`config.mk`:
```
export PLATFORM = sky130hd
export DESIGN_NAME = lfsr_index_finder
export DESIGN_NICKNAME = d
export VERILOG_FILES = /design/src/rtl/lfsr_index_finder_pkg.sv /design/src/rtl/lfsr8_step.sv /design/src/rtl/lfsr_index_finder.sv
export SDC_FILE = /design/constraint.sdc
export NUM_CORES = 1
export LEC_CHECK = 0
export BUFFER_PORTS_ARGS = -buffer_cell sky130_fd_sc_hd__buf_2
export CAP_MARGIN = 20
export CORE_MARGIN = 3
export CORE_UTILIZATION = 59
export CTS_CLUSTER_DIAMETER = 120
export DETAILED_ROUTE_END_ITERATION = 8
export PLACE_DENSITY_LB_ADDON = 0.05
export SKIP_CTS_REPAIR_TIMING = 1
export SLEW_MARGIN = 20
export SYNTH_ARGS = -nofsm -noshare
export SYNTH_HDL_FRONTEND = slang
export SYNTH_SLANG_ARGS = --single-unit
```
`constraint.sdc`:
```
create_clock -name wb_clk_i -period 5 [get_ports wb_clk_i]
set_input_delay 0.75 -clock wb_clk_i [delete_from_list [all_inputs] [get_ports wb_clk_i]]
set_output_delay 0.75 -clock wb_clk_i [all_outputs]
set_load 0.05 [all_outputs]
```
`src/rtl/lfsr_index_finder_pkg.sv`:
```
// lfsr_index_finder_pkg: state encoding and LFSR constants shared by the finder and the generator.
package lfsr_index_finder_pkg;
  localparam logic [2:0] S_IDLE   = 3'd0;
  localparam logic [2:0] S_LOAD   = 3'd1;
  localparam logic [2:0] S_SEARCH = 3'd2;
  localparam logic [2:0] S_DONE   = 3'd3;
  localparam logic [7:0] LFSR_SEED    = 8'h01;
  localparam logic [2:0] TAP0_DEFAULT = 3'd1;
  localparam logic [2:0] TAP1_DEFAULT = 3'd0;
  localparam logic [7:0] MAX_IDX      = 8'd255;
endpackage

```
`src/rtl/lfsr8_step.sv`:
```
// lfsr8_step: one shift of the 8-bit LFSR with a two-tap xor feedback into bit 0.
module lfsr8_step (
  input  logic [7:0] cur,
  input  logic [2:0] tap0,
  input  logic [2:0] tap1,
  output logic [7:0] next
);
  assign next = {cur[6:0], cur[tap0] ^ cur[tap1]};
endmodule

```
`src/rtl/lfsr_index_finder.sv`:
```
// lfsr_index_finder: walks the LFSR from the seed until it hits target, reporting the step index.
module lfsr_index_finder
  import lfsr_index_finder_pkg::*;
(
  input  logic       wb_clk_i,
  input  logic       wb_rst_i,
  input  logic       start,
  input  logic [7:0] sw_in,
  input  logic [7:0] target,
  output logic [7:0] seq_idx,
  output logic       found,
  output logic       busy,
  output logic       done
);
  logic [2:0] state_q;
  logic [7:0] mask_q, target_q, cur_q, k_q, seq_idx_q, step_d;
  logic [2:0] tap0_q, tap1_q, tap0_d, tap1_d;
  logic       found_q, busy_q, done_q;
  logic [1:0] n;
  always_comb begin
    tap0_d = TAP0_DEFAULT;
    tap1_d = TAP1_DEFAULT;
    n      = 2'd0;
    for (int i = 0; i < 8; i++) begin
      if (mask_q[i]) begin
        tap0_d = (n == 2'd0) ? i[2:0] : tap0_d;
        tap1_d = (n == 2'd1) ? i[2:0] : tap1_d;
        n      = (n == 2'd2) ? n : n + 2'd1;
      end
    end
  end
  lfsr8_step u_step (
    .cur  (cur_q),
    .tap0 (tap0_q),
    .tap1 (tap1_q),
    .next (step_d)
  );
  always_ff @(posedge wb_clk_i) begin
    if (wb_rst_i) begin
      state_q   <= S_IDLE;
      mask_q    <= '0;
      target_q  <= '0;
      tap0_q    <= TAP0_DEFAULT;
      tap1_q    <= TAP1_DEFAULT;
      cur_q     <= '0;
      k_q       <= '0;
      seq_idx_q <= '0;
      found_q   <= 1'b0;
      busy_q    <= 1'b0;
      done_q    <= 1'b0;
    end else begin
      done_q <= 1'b0;
      case (state_q)
        S_IDLE: if (start) begin
          mask_q   <= sw_in;
          target_q <= target;
          busy_q   <= 1'b1;
          state_q  <= S_LOAD;
        end
        S_LOAD: begin
          tap0_q  <= tap0_d;
          tap1_q  <= tap1_d;
          cur_q   <= LFSR_SEED;
          k_q     <= '0;
          state_q <= S_SEARCH;
        end
        S_SEARCH: if (cur_q == target_q) begin
          found_q   <= 1'b1;
          seq_idx_q <= k_q;
          state_q   <= S_DONE;
        end else if (k_q == MAX_IDX) begin
          found_q   <= 1'b0;
          seq_idx_q <= '0;
          state_q   <= S_DONE;
        end else begin
          cur_q <= step_d;
          k_q   <= k_q + 8'd1;
        end
        S_DONE: begin
          done_q  <= 1'b1;
          busy_q  <= 1'b0;
          state_q <= S_IDLE;
        end
        default: begin
          busy_q  <= 1'b0;
          state_q <= S_IDLE;
        end
      endcase
    end
  end
  assign seq_idx = seq_idx_q;
  assign found   = found_q;
  assign busy    = busy_q;
  assign done    = done_q;
endmodule
```
# Yosys cells after proc, flatten, opt, wreduce, memory -nomap -nowiden
# Index checks and enable logic that the tools add are counted.
# W data, S select, Z words.
dict set report word_totals {
  reg_bits 52
  latchBits 0
  mem_bits_rw 0
  rom_bits 0
  input_bits 19
  out_inout_bits 11
  wordCells 123
  memories 0
}
dict set report classes {
  add_sub_neg 7
  multipliers 0
  n_div 0
  magnitude_cmp 2
  n_eq_ne 22
  shift 0
  n_mux 63
  bitwise 2
  n_reduce_logical 16
}
# cell count
set op_table {}
lappend op_table {{$mux W3} 29}
lappend op_table {{$mux W8} 6}
lappend op_table {{$pmux W8 S2} 2}
lappend op_table {{$mux W2} 12}
lappend op_table {{$eq A2 B1 Y1 const B} 7}
lappend op_table {{$logic_not A2 Y1} 7}
lappend op_table {{$add A2 B1 Y2 const B} 6}
lappend op_table {{$eq A2 B2 Y1 const B} 6}
lappend op_table {{$mux W1} 10}
lappend op_table {{$pmux W3 S3} 1}
lappend op_table {{$add A8 B1 Y8 const B} 1}
lappend op_table {{$eq A8 B8 Y1} 1}
lappend op_table {{$eq A8 B8 Y1 const B} 1}
lappend op_table {{$lt A3 B4 Y1 const B} 2}
lappend op_table {{$reduce_and A2 Y1} 4}
lappend op_table {{$bmux W1 S3} 2}
lappend op_table {{$eq A3 B2 Y1 const B} 2}
lappend op_table {{$ne A2 B2 Y1 const B} 3}
lappend op_table {{$reduce_bool A2 Y1} 2}
lappend op_table {{$eq A3 B1 Y1 const B} 1}
lappend op_table {{$logic_not A3 Y1} 1}
lappend op_table {{$ne A3 B3 Y1 const B} 1}
lappend op_table {{$reduce_and A3 Y1} 1}
lappend op_table {{$pmux W1 S2} 1}
lappend op_table {{3 further kinds} 3}

# Logic depth before layout (Yosys ltp)
# Gate-level depths: netlist of run 1.
dict set report logic_depth {
  word_depth 22
  depth_mapped 19
  mapped_depth_nobuf 19
}

# By module
# From an unflattened synthesis of run 1, not the netlist that was laid out.
dict set report unflattened {
  cells_unflattened 320
  area_unflattened_um2 2742.6
}
# mod instances cells_each area_per_inst_um2 seq_area_each_um2
set by_module_without_submodules {}
lappend by_module_without_submodules {lfsr_index_finder 1 306 2563.7 1021.0}
lappend by_module_without_submodules {lfsr8_step 1 14 178.9 0.0}

# Least setup slack after synthesis of run 1
# OpenSTA, ideal clock, no wires.
dict set report synth_path {
  kind {register to register}
  start {register mask_q[0]}
  end {register tap1_q[2]}
  setup_time_ps 91
  arrival_time_ps 3605
  required_time_ps 4909
  setup_slack_ps 1304
  stages_incl_launch_ff 18
  path_buffers 0
  synth_period_minus_slack_ps 3696
  cell_sequence {dfxtp_1 -> inv_1 -> ha_1 -> mux2i_1 -> ha_1 -> nor2b_1 -> a31o_2 -> ha_1 -> nand2_1 -> o21ai_0 -> inv_1 -> ha_1 -> mux2i_1 -> ha_1 -> inv_1 -> a222oi_1 -> a41oi_1 -> a311oi_1}
}
dict set report synth_via {
  elab_chain_len 22
  word_cells_on_any_way 40
  classes_between {add/sub: 6; eq/ne: 11; mux: 23}
}
# element line
set synth_rtl {}
lappend synth_rtl {{start: declaration} lfsr_index_finder.sv:16} ;# logic [7:0] mask_q, target_q, cur_q, k_q, seq_idx_q, step_d;
lappend synth_rtl {{start signal: assignment} lfsr_index_finder.sv:55} ;# mask_q <= sw_in;
lappend synth_rtl {{$mux W1 (*)} lfsr_index_finder.sv:25} ;# if (mask_q[i]) begin
lappend synth_rtl {{$add A2 B1 Y2 or $eq A2 B2 Y1 (tied branches)} lfsr_index_finder.sv:28} ;# n = (n == 2'd2) ? n : n + 2'd1;
lappend synth_rtl {{$mux W2} lfsr_index_finder.sv:28}
lappend synth_rtl {{$mux W2 (*)} lfsr_index_finder.sv:25}
lappend synth_rtl {{$add A2 B1 Y2 or $eq A2 B2 Y1 (tied branches)} lfsr_index_finder.sv:28}
lappend synth_rtl {{$mux W2} lfsr_index_finder.sv:28}
lappend synth_rtl {{$mux W2 (*)} lfsr_index_finder.sv:25}
lappend synth_rtl {{$add A2 B1 Y2 or $eq A2 B2 Y1 (tied branches)} lfsr_index_finder.sv:28}
lappend synth_rtl {{[6 not listed]} --}
lappend synth_rtl {{$mux W2} lfsr_index_finder.sv:28}
lappend synth_rtl {{$mux W2} lfsr_index_finder.sv:25}
lappend synth_rtl {{$add A2 B1 Y2 or $eq A2 B2 Y1 (tied branches)} lfsr_index_finder.sv:28}
lappend synth_rtl {{$mux W2} lfsr_index_finder.sv:28}
lappend synth_rtl {{$mux W2} lfsr_index_finder.sv:25}
lappend synth_rtl {{$eq A2 B1 Y1} lfsr_index_finder.sv:27} ;# tap1_d = (n == 2'd1) ? i[2:0] : tap1_d;
lappend synth_rtl {{$mux W3} lfsr_index_finder.sv:27}
lappend synth_rtl {{$mux W3 (*)} lfsr_index_finder.sv:25}
lappend synth_rtl {{end signal: assignment} lfsr_index_finder.sv:62} ;# tap1_q <= tap1_d;
lappend synth_rtl {{end: declaration} lfsr_index_finder.sv:17} ;# logic [2:0] tap0_q, tap1_q, tap0_d, tap1_d;
# Every way passes the cells marked *; elsewhere a longest branch is shown, timed or not.
# A chain may end at the register's enable or synchronous reset.

# Worst setup path after layout of run 1
dict set report layout_path {
  start {register mask_q[0]}
  end {register tap1_q[1]}
}
dict set report layout_via {
  elab_chain_len 22
  word_cells_on_any_way 43
  classes_between {add/sub: 6; eq/ne: 12; mux: 25}
}
# element line
set layout_rtl {}
lappend layout_rtl {{$mux W1 (*)} lfsr_index_finder.sv:25}
lappend layout_rtl {{$add A2 B1 Y2 or $eq A2 B2 Y1 (tied branches)} lfsr_index_finder.sv:28}
lappend layout_rtl {{$mux W2} lfsr_index_finder.sv:28}
lappend layout_rtl {{$mux W2 (*)} lfsr_index_finder.sv:25}
lappend layout_rtl {{$add A2 B1 Y2 or $eq A2 B2 Y1 (tied branches)} lfsr_index_finder.sv:28}
lappend layout_rtl {{$mux W2} lfsr_index_finder.sv:28}
lappend layout_rtl {{$mux W2} lfsr_index_finder.sv:25}
lappend layout_rtl {{$add A2 B1 Y2 or $eq A2 B2 Y1 (tied branches)} lfsr_index_finder.sv:28}
lappend layout_rtl {{[6 not listed]} --}
lappend layout_rtl {{$mux W2} lfsr_index_finder.sv:28}
lappend layout_rtl {{$mux W2} lfsr_index_finder.sv:25}
lappend layout_rtl {{$add A2 B1 Y2 or $eq A2 B2 Y1 (tied branches)} lfsr_index_finder.sv:28}
lappend layout_rtl {{$mux W2} lfsr_index_finder.sv:28}
lappend layout_rtl {{$mux W2} lfsr_index_finder.sv:25}
lappend layout_rtl {{$eq A2 B1 Y1} lfsr_index_finder.sv:27}
lappend layout_rtl {{$mux W3} lfsr_index_finder.sv:27}
lappend layout_rtl {{$mux W3 (*)} lfsr_index_finder.sv:25}
# Marks and branches as above.

==> key figures, run 1 <==
Run status
  • Outcome: finished, final reports clean

Routing
  • DR iter-0 viols: 205
  • Mean number of vias per cell: 5.953
  • Drt total wl: 6035 microns
  • First-pass DRT Iterations: 4
  • Final ANT Viol Nets: 0
  • DRC viols: 0
  • WL/cell: 14.79 microns
  • Via count: 2,429

Floorplan
  • Boundary Pins: 30
  • Core area: 0.004504 sq mm
  • Rows: 24
  • DIE WIDTH: 75.60 microns
  • Starting Density: 0.6344
  • Chip height: 75.60 microns
  • Die ar.: 0.005715 sq mm

Pwr
  • Maximum VDD drop: 0.0002411 V
  • Power Dens Cells: 442.6 mW/mm^2
  • Pleak: 1.143 nW

Synthesis
  • Most numerous cell in the Yosys netlist: nand2_1
  • Prevailing post-synth register cell: dfxtp_1
  • EDFF count, synth: 0
  • Netlist cell types: 46
  • Commonest cells in the netlist: nand2_1, dfxtp_1, a21oi_1, nand2b_1, inv_1
  • Syn avg cell area: 8.505 sq um
  • Async set or reset register ratio after synthesis: 0
  • Ys Warns: 0
  • Yosys top cell by area: dfxtp_1
  • Ranking of synthesized cells by area: dfxtp_1, a21oi_1, nand2_1
  • Synth top area share: 0.3573
  • Seq/Total Area, Yosys: 0.3573
  • Syn_nets: 370
  • Number of synthesized register bits: 51
  • Mapped Area: 0.002858 sq mm
  • Synthesized instance count: 336

Placement
  • Dpl cell area: 0.002995 sq mm
  • DPL Wire Length: 4362 microns
  • Cells after DPL: 400
  • # port buffers: 29
  • GPL Wtd Cong: 0.8868
  • Worst slack, placed: 0.7853 ns

Worst setup path
  • CP required: 5.21 ns
  • WP data arrival: 4.43 ns
  • CP cell instances: inv_1 -> ha_1 -> mux2i_1 -> ha_1 -> nor2b_1 -> a31o_2 -> ha_1 -> nand2_1 -> o21ai_0 -> inv_1 -> ha_1 -> mux2i_1 -> ha_1 -> inv_1 -> a222oi_1 -> a41oi_1 -> a311oi_1
  • Critical Path Fanout Max: 8
  • Critical path buffer and inverter count: 3
  • Setup slack, reg-to-reg: 0.77 ns
  • Crit end category: register
  • Setup crit start kind: register
  • CP delay by family, top: adder cells
  • CP most frequent cell: ha_1
  • Max incr delay on CP: 0.46 ns
  • Slowest cell on the critical path: ha_1
  • Worst setup path category: register to register

CTS
  • Max clock buf depth: 2
  • CTS tree: built
  • Clock-pin slew on the worst setup and hold paths: 0.09 ns
  • Clock root buffer: clkbuf_8
  • Inserted Clock Buffers: 5
  • CTS Sinks: 51
  • Htree depth: 2
  • Skew-Pair Late Insertion Delay: 0.31 ns

Final layout
  • Fillers: 403
  • Final cell count without fillers: 408
  • Synthesis-to-layout area growth: 8.844%
  • Layout Nets: 389
  • # diodes: 0
  • Cell area after layout: 0.003110 sq mm
  • Fraction of layout cells with a size suffix above 1: 0.1404

GRT
  • Met2 global-route usage: 0.3547
  • First-pass GRT wire length: 9936 microns
  • Met3 usage: 0.04749
  • GRT Total Usage: 0.2260
  • Remaining Overflow, GRT: 0
  • Vias in the first global route: 2,194
  • Met1 Usage GRT: 0.3148
  • Grt peak-use layer: met2
  • Antenna violations before repair: 0
  • Largest net degree at the start of global routing: 49

Timing
  • Max-slew headroom: 0.4680
  • Slew Limit Fails: 0
  • Clock Skews: 0.01440 ns
  • Fin. Hold Viols: 0
  • Period utilization: 0.8456
  • Total Neg Setup Slack: 0 ns
  • Max Fclk: 0.2365 GHz
  • Worst Slack Setup Final: 0.7722 ns
  • Fin crit period: 4.228 ns
  • Least-Margin Pin Slew: 0.7980 ns
  • RSZ-0062 raised after global routing: no
  • Final setup vio count: 0

Job
  • Max-Cap Viols: 0

Worst hold path
  • Min-delay worst type: register to register
## sequential cells by signal, indices dropped and copies added (netlist names)
signal	cells
busy	1
mask_q	8
tap0_q	3
done	1
k_q	8
found	1
seq_idx	8
cur_q	8
tap1_q	3
target_q	8
state_q	2
## metal layers
| layer | vias to the layer above | part of all wire | wire (microns) |
|---|---|---|---|
| met4 | 0 | 0.0080 | 48 |
| met3 | 5 | 0.043 | 260 |
| met5 | - | 0 | 0 |
| li1 | 1228 | - | - |
| met1 | 1143 | 0.49 | 2976 |
| met2 | 53 | 0.46 | 2748 |
## worst register-to-register path, delay by kind of cell (launching register included)
| kind | cells | cell delay, ns |
|---|---|---|
| adder cells (fa/ha/maj) | 5 | 1.65 |
| AO/OA/AOI/OAI | 5 | 1.31 |
| flip-flops | 1 | 0.40 |
| multiplexers | 2 | 0.34 |
| buffers and inverters | 3 | 0.27 |
| AND/OR/NAND/NOR | 2 | 0.15 |
## cells by family (layout without fill, tap and decap cells)
family | count (synthesis) | after routing | synth area share
buf+inv | 36 | 56 | 0.05035
mux | 17 | 17 | 0.07750
fa+ha+maj | 15 | 15 | 0.06567
simple gates | 116 | 116 | 0.2145
flops | 51 | 51 | 0.3573
xor+xnor | 9 | 9 | 0.02758
compound gates | 92 | 92 | 0.2071
## where the power goes
group          switching [mW]  internal (mW)
clock network           0.141          0.151
registers              0.0621          0.460
logic                   0.350          0.213
total                   0.553          0.823
## cells in the final DEF (no fill, tap or decap), types with 8 or more instances in the layout
cell,synthesis,final
nor2_1,8,8
dfxtp_1,51,51
buf_2,1,29
mux2i_1,12,12
nand2_1,52,52
a21oi_1,40,40
xnor2_1,9,9
inv_1,19,19
ha_1,15,15
nand2b_1,22,22
o21ai_0,15,15
o2bb2ai_1,9,9
## final timing paths
path	from	to	cells after the start
max	mask_q[0]	tap1_q[1]	17
min	target_q[7]	target_q[7]	2
max reg2reg	mask_q[0]	tap1_q[1]	17
min reg2reg	target_q[7]	target_q[7]	2
## through the flow
step | hold WS (ns) | power [mW] | utilization
2_1_floorplan | 0.4451 | 0.9677 | -
3_3_place_gp | 0.4573 | 1.077 | 0.6650
3_5_place_dp | 0.4604 | 1.088 | 0.6650
4_1_cts | 0.4726 | 1.382 | 0.6906
5_1_grt | 0.4914 | 1.477 | 0.6906
6_report | 0.4693 | 1.377 | 0.6906
## cell type report
class                   instances  area, sq um  area share
well taps                      52        65.06     0.02092
flip-flops and latches         51         1021      0.3282
inverters                      19        71.32     0.02293
clock inverters                 3        46.29     0.01488
repair buffers                 29        145.1     0.04666
multi-input cells             249         1693      0.5442
clock buffers                   5        68.82     0.02212
No activity file was read; power rests on OpenSTA's default activity.
==> run 2: changes to the inputs <==
--- a/config.mk
+++ b/config.mk
@@ -8,7 +8,7 @@
 export BUFFER_PORTS_ARGS = -buffer_cell sky130_fd_sc_hd__buf_2
 export CAP_MARGIN = 20
 export CORE_MARGIN = 3
-export CORE_UTILIZATION = 59
+export CORE_UTILIZATION = 53
 export CTS_CLUSTER_DIAMETER = 120
 export DETAILED_ROUTE_END_ITERATION = 8
 export PLACE_DENSITY_LB_ADDON = 0.05
==> constraint.sdc (replaced) <==
create_clock -name wb_clk_i -period 3.43 [get_ports wb_clk_i]
set_input_delay 0.5145 -clock wb_clk_i [delete_from_list [all_inputs] [get_ports wb_clk_i]]
set_output_delay 0.5145 -clock wb_clk_i [all_outputs]
set_load 0.05 [all_outputs]
==> key figures, run 2 (same netlist as run 1, synthesis figures left out) <==
Run status
  • Outcome: finished, violations left
  • Failing checks: negative setup slack

CTS
  • Skew-Pair Late Insertion Delay: 0.32 ns (about the same)
  • Max clock buf depth: 2 (unchanged)
  • Clock root buffer: clkbuf_8
  • CTS Sinks: 51 (unchanged)
  • Htree depth: 2 (unchanged)
  • Clock-pin slew on the worst setup and hold paths: 0.10 ns (about the same)
  • Inserted Clock Buffers: 5 (unchanged)
  • CTS tree: built

Timing
  • Total Neg Setup Slack: -1.148 ns (-1.148 ns)
  • Slew Limit Fails: 0 (unchanged)
  • Max Fclk: 0.2716 GHz (+15%)
  • Period utilization: 1.073 (+0.2279)
  • Least-Margin Pin Slew: 0.8564 ns (+0.05836 ns)
  • Fin crit period: 3.682 ns (-0.5458 ns)
  • Max-slew headroom: 0.4291 (-0.03891)
  • Clock Skews: 0.01109 ns (-0.003313 ns)
  • Final setup vio count: 6 (+6)
  • Worst Slack Setup Final: -0.2519 ns (-1.024 ns)
  • Fin. Hold Viols: 0 (unchanged)
  • RSZ-0062 raised after global routing: yes

Final layout
  • Fraction of layout cells with a size suffix above 1: 0.2546 (+0.1141)
  • Cell area after layout: 0.003491 sq mm (+12%)
  • Layout Nets: 414 (+6.4%)
  • Synthesis-to-layout area growth: 22.15%
  • Commonest non-fill, non-tap cells in the layout: nand2_1, dfxtp_1, a21oi_1
  • Most common cell after layout, fill and taps aside: nand2_1
  • # diodes: 0 (unchanged)

Floorplan
  • DIE WIDTH: 79.43 microns (+5.1%)
  • Core area: 0.005172 sq mm (+15%)
  • Boundary Pins: 30 (unchanged)
  • Rows: 26 (+8.3%)
  • Die ar.: 0.006309 sq mm (+10%)
  • Starting Density: 0.5525 (-0.08195)
  • Chip height: 79.43 microns (+5.1%)

Worst hold path
  • Min-delay worst type: primary input to register

GRT
  • GRT Total Usage: 0.2232 (-0.002851)
  • Largest net degree at the start of global routing: 49 (unchanged)
  • First-pass GRT wire length: 11,270 microns (+13%)
  • Antenna violations before repair: 0 (unchanged)
  • Remaining Overflow, GRT: 0 (unchanged)
  • Vias in the first global route: 2,374 (+8.2%)

Placement
  • Dpl cell area: 0.003241 sq mm (+8.2%)
  • GPL Wtd Cong: 0.8559 (-3.5%)
  • # port buffers: 29 (unchanged)
  • DPL Wire Length: 4684 microns (+7.4%)

Worst setup path
  • Worst setup path category: register to register
  • Crit end category: register
  • CP cell instances: inv_4 -> ha_4 -> nand2b_4 -> and2_4 -> ha_4 -> nor2b_4 -> a31o_4 -> ha_4 -> nand2_4 -> o21ai_4 -> inv_2 -> ha_4 -> mux2i_2 -> ha_2 -> inv_2 -> a222oi_1 -> buf_4 -> a221o_1 -> a311oi_1
  • Critical Path Fanout Max: 3 (-5)
  • Max incr delay on CP: 0.48 ns (+0.02 ns)
  • Critical path buffer and inverter count: 4 (+1)
  • CP most frequent cell: ha_4
  • CP required: 3.59 ns (-1.62 ns)
  • Slowest cell on the critical path: a222oi_1
  • CP delay by family, top: adder cells
  • WP data arrival: 3.84 ns (-0.59 ns)
  • Setup crit start kind: register

Job
  • Max-Cap Viols: 0 (unchanged)

Routing
  • WL/cell: 14.80 microns (about the same)
  • Final ANT Viol Nets: 0 (unchanged)
  • Mean number of vias per cell: 5.678 (-4.6%)
  • DR iter-0 viols: 173 (-16%)
  • DRC viols: 0 (unchanged)
  • First-pass DRT Iterations: 4 (unchanged)
  • Drt total wl: 6677 microns (+11%)
  • Via count: 2,561 (+5.4%)

Pwr
  • Maximum VDD drop: 0.0003298 V (+37%)
  • Clk pwr share: 0.219 (+0.007)
  • Pleak: 1.312 nW (+15%)
  • Comb power frac: 0.453 (+0.044)
  • Power Dens Cells: 670.5 mW/mm^2 (+52%)
  • Internal power: 1.436 mW (+74%)
  • Tot Pwr: 2.341 mW (+70%)
  • P_sw: 904.8 uW (+64%)
  • Sequential Power Share: 0.329 (-0.050)
  • Sw frac: 0.3865 (-0.01544)
==> run 2: cell types whose count changed in the layout (fill, tap and decap cells not counted), moves of 3 or more <==
cell / previous run / this run
ha_4: 0 / 5
inv_1: 19 / 15
inv_2: 0 / 3
ha_1: 15 / 9
buf_4: 0 / 25
==> run 2: power groups by stage <==
| stage | logic [mW] | registers, mW | clock network [mW] |
|---|---|---|---|
| finish | 1.06 | 0.769 | 0.512 |
| CTS | 0.956 | 0.768 | 0.517 |
| global route | 1.17 | 0.784 | 0.543 |
| detailed placement | 0.949 | 0.780 | 0 |
| global placement | 0.928 | 0.779 | 0 |
| floorplan | 0.698 | 0.764 | 0 |
==> run 2: final cells by class <==
| class | count | area (sq um) |
|---|---|---|
| Clock inverter | 3 | 71.32 |
| Sequential cell | 51 | 1026 |
| Inverter | 19 | 73.82 |
| Fill cell | 450 | 1682 |
| Clock buffer | 5 | 68.82 |
| Tap cell | 70 | 87.58 |
| Multi-Input combinational cell | 249 | 1831 |
| Timing Repair Buffer | 54 | 332.8 |
==> run 2: final timing paths <==
kind | start | end | slack, ns | depth (start not counted)
setup / recovery | mask_q[0] | tap0_q[1] | -0.25 | 19
setup reg to reg | mask_q[0] | tap0_q[1] | -0.25 | 19
hold / removal | sw_in[4] | mask_q[4] | 0.42 | 3
hold reg to reg | target_q[3] | target_q[3] | 0.48 | 2
==> run 2: per-layer routing <==
layer / part of all wire / up-vias / GRT usage / wire (microns)
met5: 0 / - / 0 / 0
met4: 0.011 / 0 / 0.05155 / 73
met3: 0.047 / 8 / 0.04176 / 311
met2: 0.46 / 58 / 0.3523 / 3087
met1: 0.48 / 1213 / 0.3152 / 3205
li1: - / 1282 / - / -
==> run 2: worst min-delay path: stages <==
cell and delay, ns:
buf_2 0.09, nand2_1 0.04, a21oi_1 0.05
==> run 2: through the flow <==
stage | hold WS (ns) | util | std cells | worst slack (ns)
floorplan | 0.4451 | - | 336 | -0.02449
global placement | 0.4573 | 0.6265 | 437 | -0.08090
detailed placement | 0.4626 | 0.6265 | 437 | -0.1991
CTS | 0.4249 | 0.6536 | 445 | -0.2335
global route | 0.4368 | 0.6749 | 451 | -0.3776
finish | 0.4239 | 0.6749 | 451 | -0.2519
==> run 3: changes to the inputs <==
--- a/config.mk
+++ b/config.mk
@@ -5,6 +5,7 @@
 export SDC_FILE = /design/constraint.sdc
 export NUM_CORES = 1
 export LEC_CHECK = 0
+export ABC_AREA = 1
 export BUFFER_PORTS_ARGS = -buffer_cell sky130_fd_sc_hd__buf_2
 export CAP_MARGIN = 20
 export CORE_MARGIN = 3
==> key figures, run 3 <==
Pwr
  • Maximum VDD drop: 0.0006686 V (+100%)
  • Power Dens Cells: 786.6 mW/mm^2 (+17%)
  • Pleak: 1.418 nW (+8.1%)

Timing
  • Fin. Hold Viols: 0 (unchanged)
  • Max-slew headroom: 0.5104 (+0.08129)
  • Slew Limit Fails: 0 (unchanged)
  • Least-Margin Pin Slew: 0.7336 ns (-0.1227 ns)
  • Max Fclk: 0.3011 GHz (+11%)
  • Worst hold slack: 0.4529 ns (+0.02907 ns)
  • Final setup vio count: 0 (-6)
  • Worst Slack Setup Final: 0.1093 ns (+0.3613 ns)
  • Clock Skews: 0.009519 ns (-0.001573 ns)
  • Period utilization: 0.9681 (-0.1053)
  • Fin crit period: 3.321 ns (-0.3613 ns)
  • Total Neg Setup Slack: 0 ns (+1.148 ns)

Synthesis
  • Syn avg cell area: 7.242 sq um (-15%)
  • EDFF count, synth: 0 (unchanged)
  • Adder-Cell Fraction of Synth Area: 0.06545 (-0.0002292)
  • Compound-Gate Fraction of Synth Area: 0.1771 (-0.02995)
  • Netlist cell types: 31 (-33%)
  • Number of synthesized register bits: 51 (unchanged)
  • Prevailing post-synth register cell: dfxtp_1
  • XOR/XNOR share of the synthesized area: 0.03665 (+0.009066)
  • Seq/Total Area, Yosys: 0.3560 (-0.001247)
  • Yosys top cell by area: dfxtp_1
  • Commonest cells in the netlist: nand2_1, dfxtp_1, o21ai_0, inv_1, nor2_1
  • Post-Synth Simple-Gate Area: 0.2945 (+0.07997)
  • Combinational family with the most area after synthesis: simple AND/OR/NAND/NOR gates
  • Synthesized instance count: 396 (+18%)
  • Most numerous cell in the Yosys netlist: nand2_1
  • Mux share of post-synthesis cell area: 0 (-0.07750)
  • Mapped Area: 0.002868 sq mm (+0.35%)
  • Ranking of synthesized cells by area: dfxtp_1, nand2_1, o21ai_0
  • Async set or reset register ratio after synthesis: 0 (unchanged)
  • Ys Warns: 0 (unchanged)
  • Syn_nets: 430 (+16%)
  • Synth top area share: 0.3560 (-0.001247)

Placement
  • Worst slack, placed: -0.1230 ns (+0.07605 ns)
  • GPL Wtd Cong: 0.8926 (+4.3%)
  • DPL Wire Length: 4469 microns (-4.6%)
  • # port buffers: 29 (unchanged)

GRT
  • Largest net degree at the start of global routing: 27 (-45%)
  • First-pass GRT wire length: 10,220 microns (-9.4%)
  • Vias in the first global route: 2,259 (-4.8%)
  • GRT Total Usage: 0.2047 (-0.01852)
  • Remaining Overflow, GRT: 0 (unchanged)
  • Antenna violations before repair: 0 (unchanged)

CTS
  • CTS Sinks: 51 (unchanged)
  • Clock root buffer: clkbuf_8
  • Htree depth: 2 (unchanged)
  • Skew-Pair Late Insertion Delay: 0.31 ns (about the same)
  • Max clock buf depth: 2 (unchanged)
  • Clock-pin slew on the worst setup and hold paths: 0.10 ns (about the same)
  • Inserted Clock Buffers: 5 (unchanged)
  • CTS tree: built

Routing
  • DR iter-0 viols: 148 (-14%)
  • DRC viols: 0 (unchanged)
  • First-pass DRT Iterations: 4 (unchanged)
  • Via count: 2,549 (-0.47%)
  • Highest routed layer: met4
  • WL met3: 192 microns (-38%)
  • Final ANT Viol Nets: 0 (unchanged)
  • Met1 wire length: 3242 microns (+1.2%)
  • WL/cell: 12.37 microns (-16%)
  • Met2 WL: 2750 microns (-11%)
  • Drt total wl: 6258 microns (-6.3%)
  • Mean number of vias per cell: 5.038 (-11%)

Worst hold path
  • Hold_sp: target[2]
  • Hold Path Sink: target_q[2]
  • Hold path depth: 3 (unchanged)
  • Min-delay worst type: primary input to register

Worst setup path
  • CP cell instances: inv_2 -> buf_4 -> ha_1 -> inv_1 -> nand2_2 -> nand2_2 -> ha_4 -> or2_4 -> nand2_4 -> ha_4 -> or2_4 -> nand2_2 -> ha_1 -> or2_4 -> nand2_2 -> ha_1 -> nor2_1 -> nor2_1 -> nand2_1 -> inv_2 -> nand3_2 -> nand2_1 -> nand2_1 -> nand2_1
  • Setup slack, reg-to-reg: 0.11 ns (+0.36 ns)
  • Worst setup path category: register to register
  • Critical Path Fanout Max: 3 (unchanged)
  • Reg2reg path depth: 24 (+5)
  • Reg2reg end: tap0_q[0]
  • Worst Setup SP: mask_q[1]
  • Crit end category: register
  • WP data arrival: 3.52 ns (-0.32 ns)
  • Worst reg2reg path startpoint: mask_q[1]
  • Max incr delay on CP: 0.35 ns (-0.13 ns)
  • Setup crit start kind: register
  • CP required: 3.63 ns (+0.04 ns)
  • Slowest cell on the critical path: dfxtp_2

Final layout
  • Fraction of layout cells with a size suffix above 1: 0.2477 (-0.006887)
  • Most common cell after layout, fill and taps aside: nand2_1
  • Synthesis-to-layout area growth: 15.88%
  • # diodes: 0 (unchanged)
  • Fillers: 452 (+0.44%)
  • Commonest non-fill, non-tap cells in the layout: nand2_1, dfxtp_1, o21ai_0
  • Layout Nets: 470 (+14%)

Floorplan
  • DIE WIDTH: 79.56 microns (+0.16%)
  • Core area: 0.005172 sq mm (unchanged)
  • Starting Density: 0.5544 (+0.001935)
  • Die ar.: 0.006330 sq mm (+0.33%)
  • Rows: 26 (unchanged)
  • Boundary Pins: 30 (unchanged)
  • Chip height: 79.56 microns (+0.16%)

Run status
  • Outcome: finished, final reports clean

Job
  • Max-Cap Viols: 0 (unchanged)
## run 3: cell type report
cell class                      count  area [sq um]  area share
Clock buffer                        5         68.82     0.02071
Clock inverter                      2         37.54     0.01130
Inverter                           40         155.1     0.04669
Multi-Input combinational cell    297          1715      0.5162
Sequential cell                    51          1023      0.3080
Tap cell                           70         87.58     0.02636
Timing Repair Buffer               41         235.2     0.07078
## run 3: worst max-delay path: cells and delay by family, from the launching register on
kind	cells	cell delay (ns)
DFF	1	0.35
and+or+nand+nor	15	1.56
buffers and inverters	4	0.29
adders and majority gates	5	1.01
## run 3: report_power, final
part / switching, mW / total, mW / internal [mW]
logic: 0.863 / 1.39 / 0.525
registers: 0.107 / 0.813 / 0.706
clock network: 0.199 / 0.413 / 0.213
total: 1.17 / 2.61 / 1.44
## run 3: per-stage QoR
step / util / instance area (sq um) / total power [mW] / std cells
3_3_place_gp: 0.6113 / 3162 / 2.090 / 499
4_1_cts: 0.6318 / 3268 / 2.543 / 506
6_report: 0.6425 / 3323 / 2.614 / 506
2_1_floorplan: - / 2885 / 1.833 / 396
3_5_place_dp: 0.6113 / 3162 / 2.120 / 499
5_1_grt: 0.6425 / 3323 / 2.856 / 506
## run 3: worst max path at each step
| stage | slack (ns) | cells past startpoint | to |
|---|---|---|---|
| 6_report | 0.11 | 24 | tap0_q[0] |
| 5_1_grt | -0.04 | 24 | tap0_q[0] |
| 4_1_cts | -0.17 | 23 | tap0_q[0] |
| 3_5_place_dp | -0.12 | 23 | tap0_q[0] |
| 3_3_place_gp | -0.05 | 23 | tap0_q[0] |
| 2_1_floorplan | 0.0007 | 23 | tap0_q[0] |
## run 3: per-layer routing
metal  track usage  vias to the layer above
met5             0                        -
met4       0.06529                        0
met3       0.03386                        7
met2        0.3147                       39
met1        0.2907                     1139
li1              -                     1364
## run 3: logic make-up (layout without fill, tap and decap cells)
| group | Yosys count | count (layout) |
|---|---|---|
| AND/OR/NAND/NOR | 179 | 179 |
| XOR/XNOR | 12 | 12 |
| adder cells (fa/ha/maj) | 15 | 15 |
| buffers and inverters | 48 | 88 |
| AO/OA/AOI/OAI | 91 | 91 |
| flip-flops | 51 | 51 |
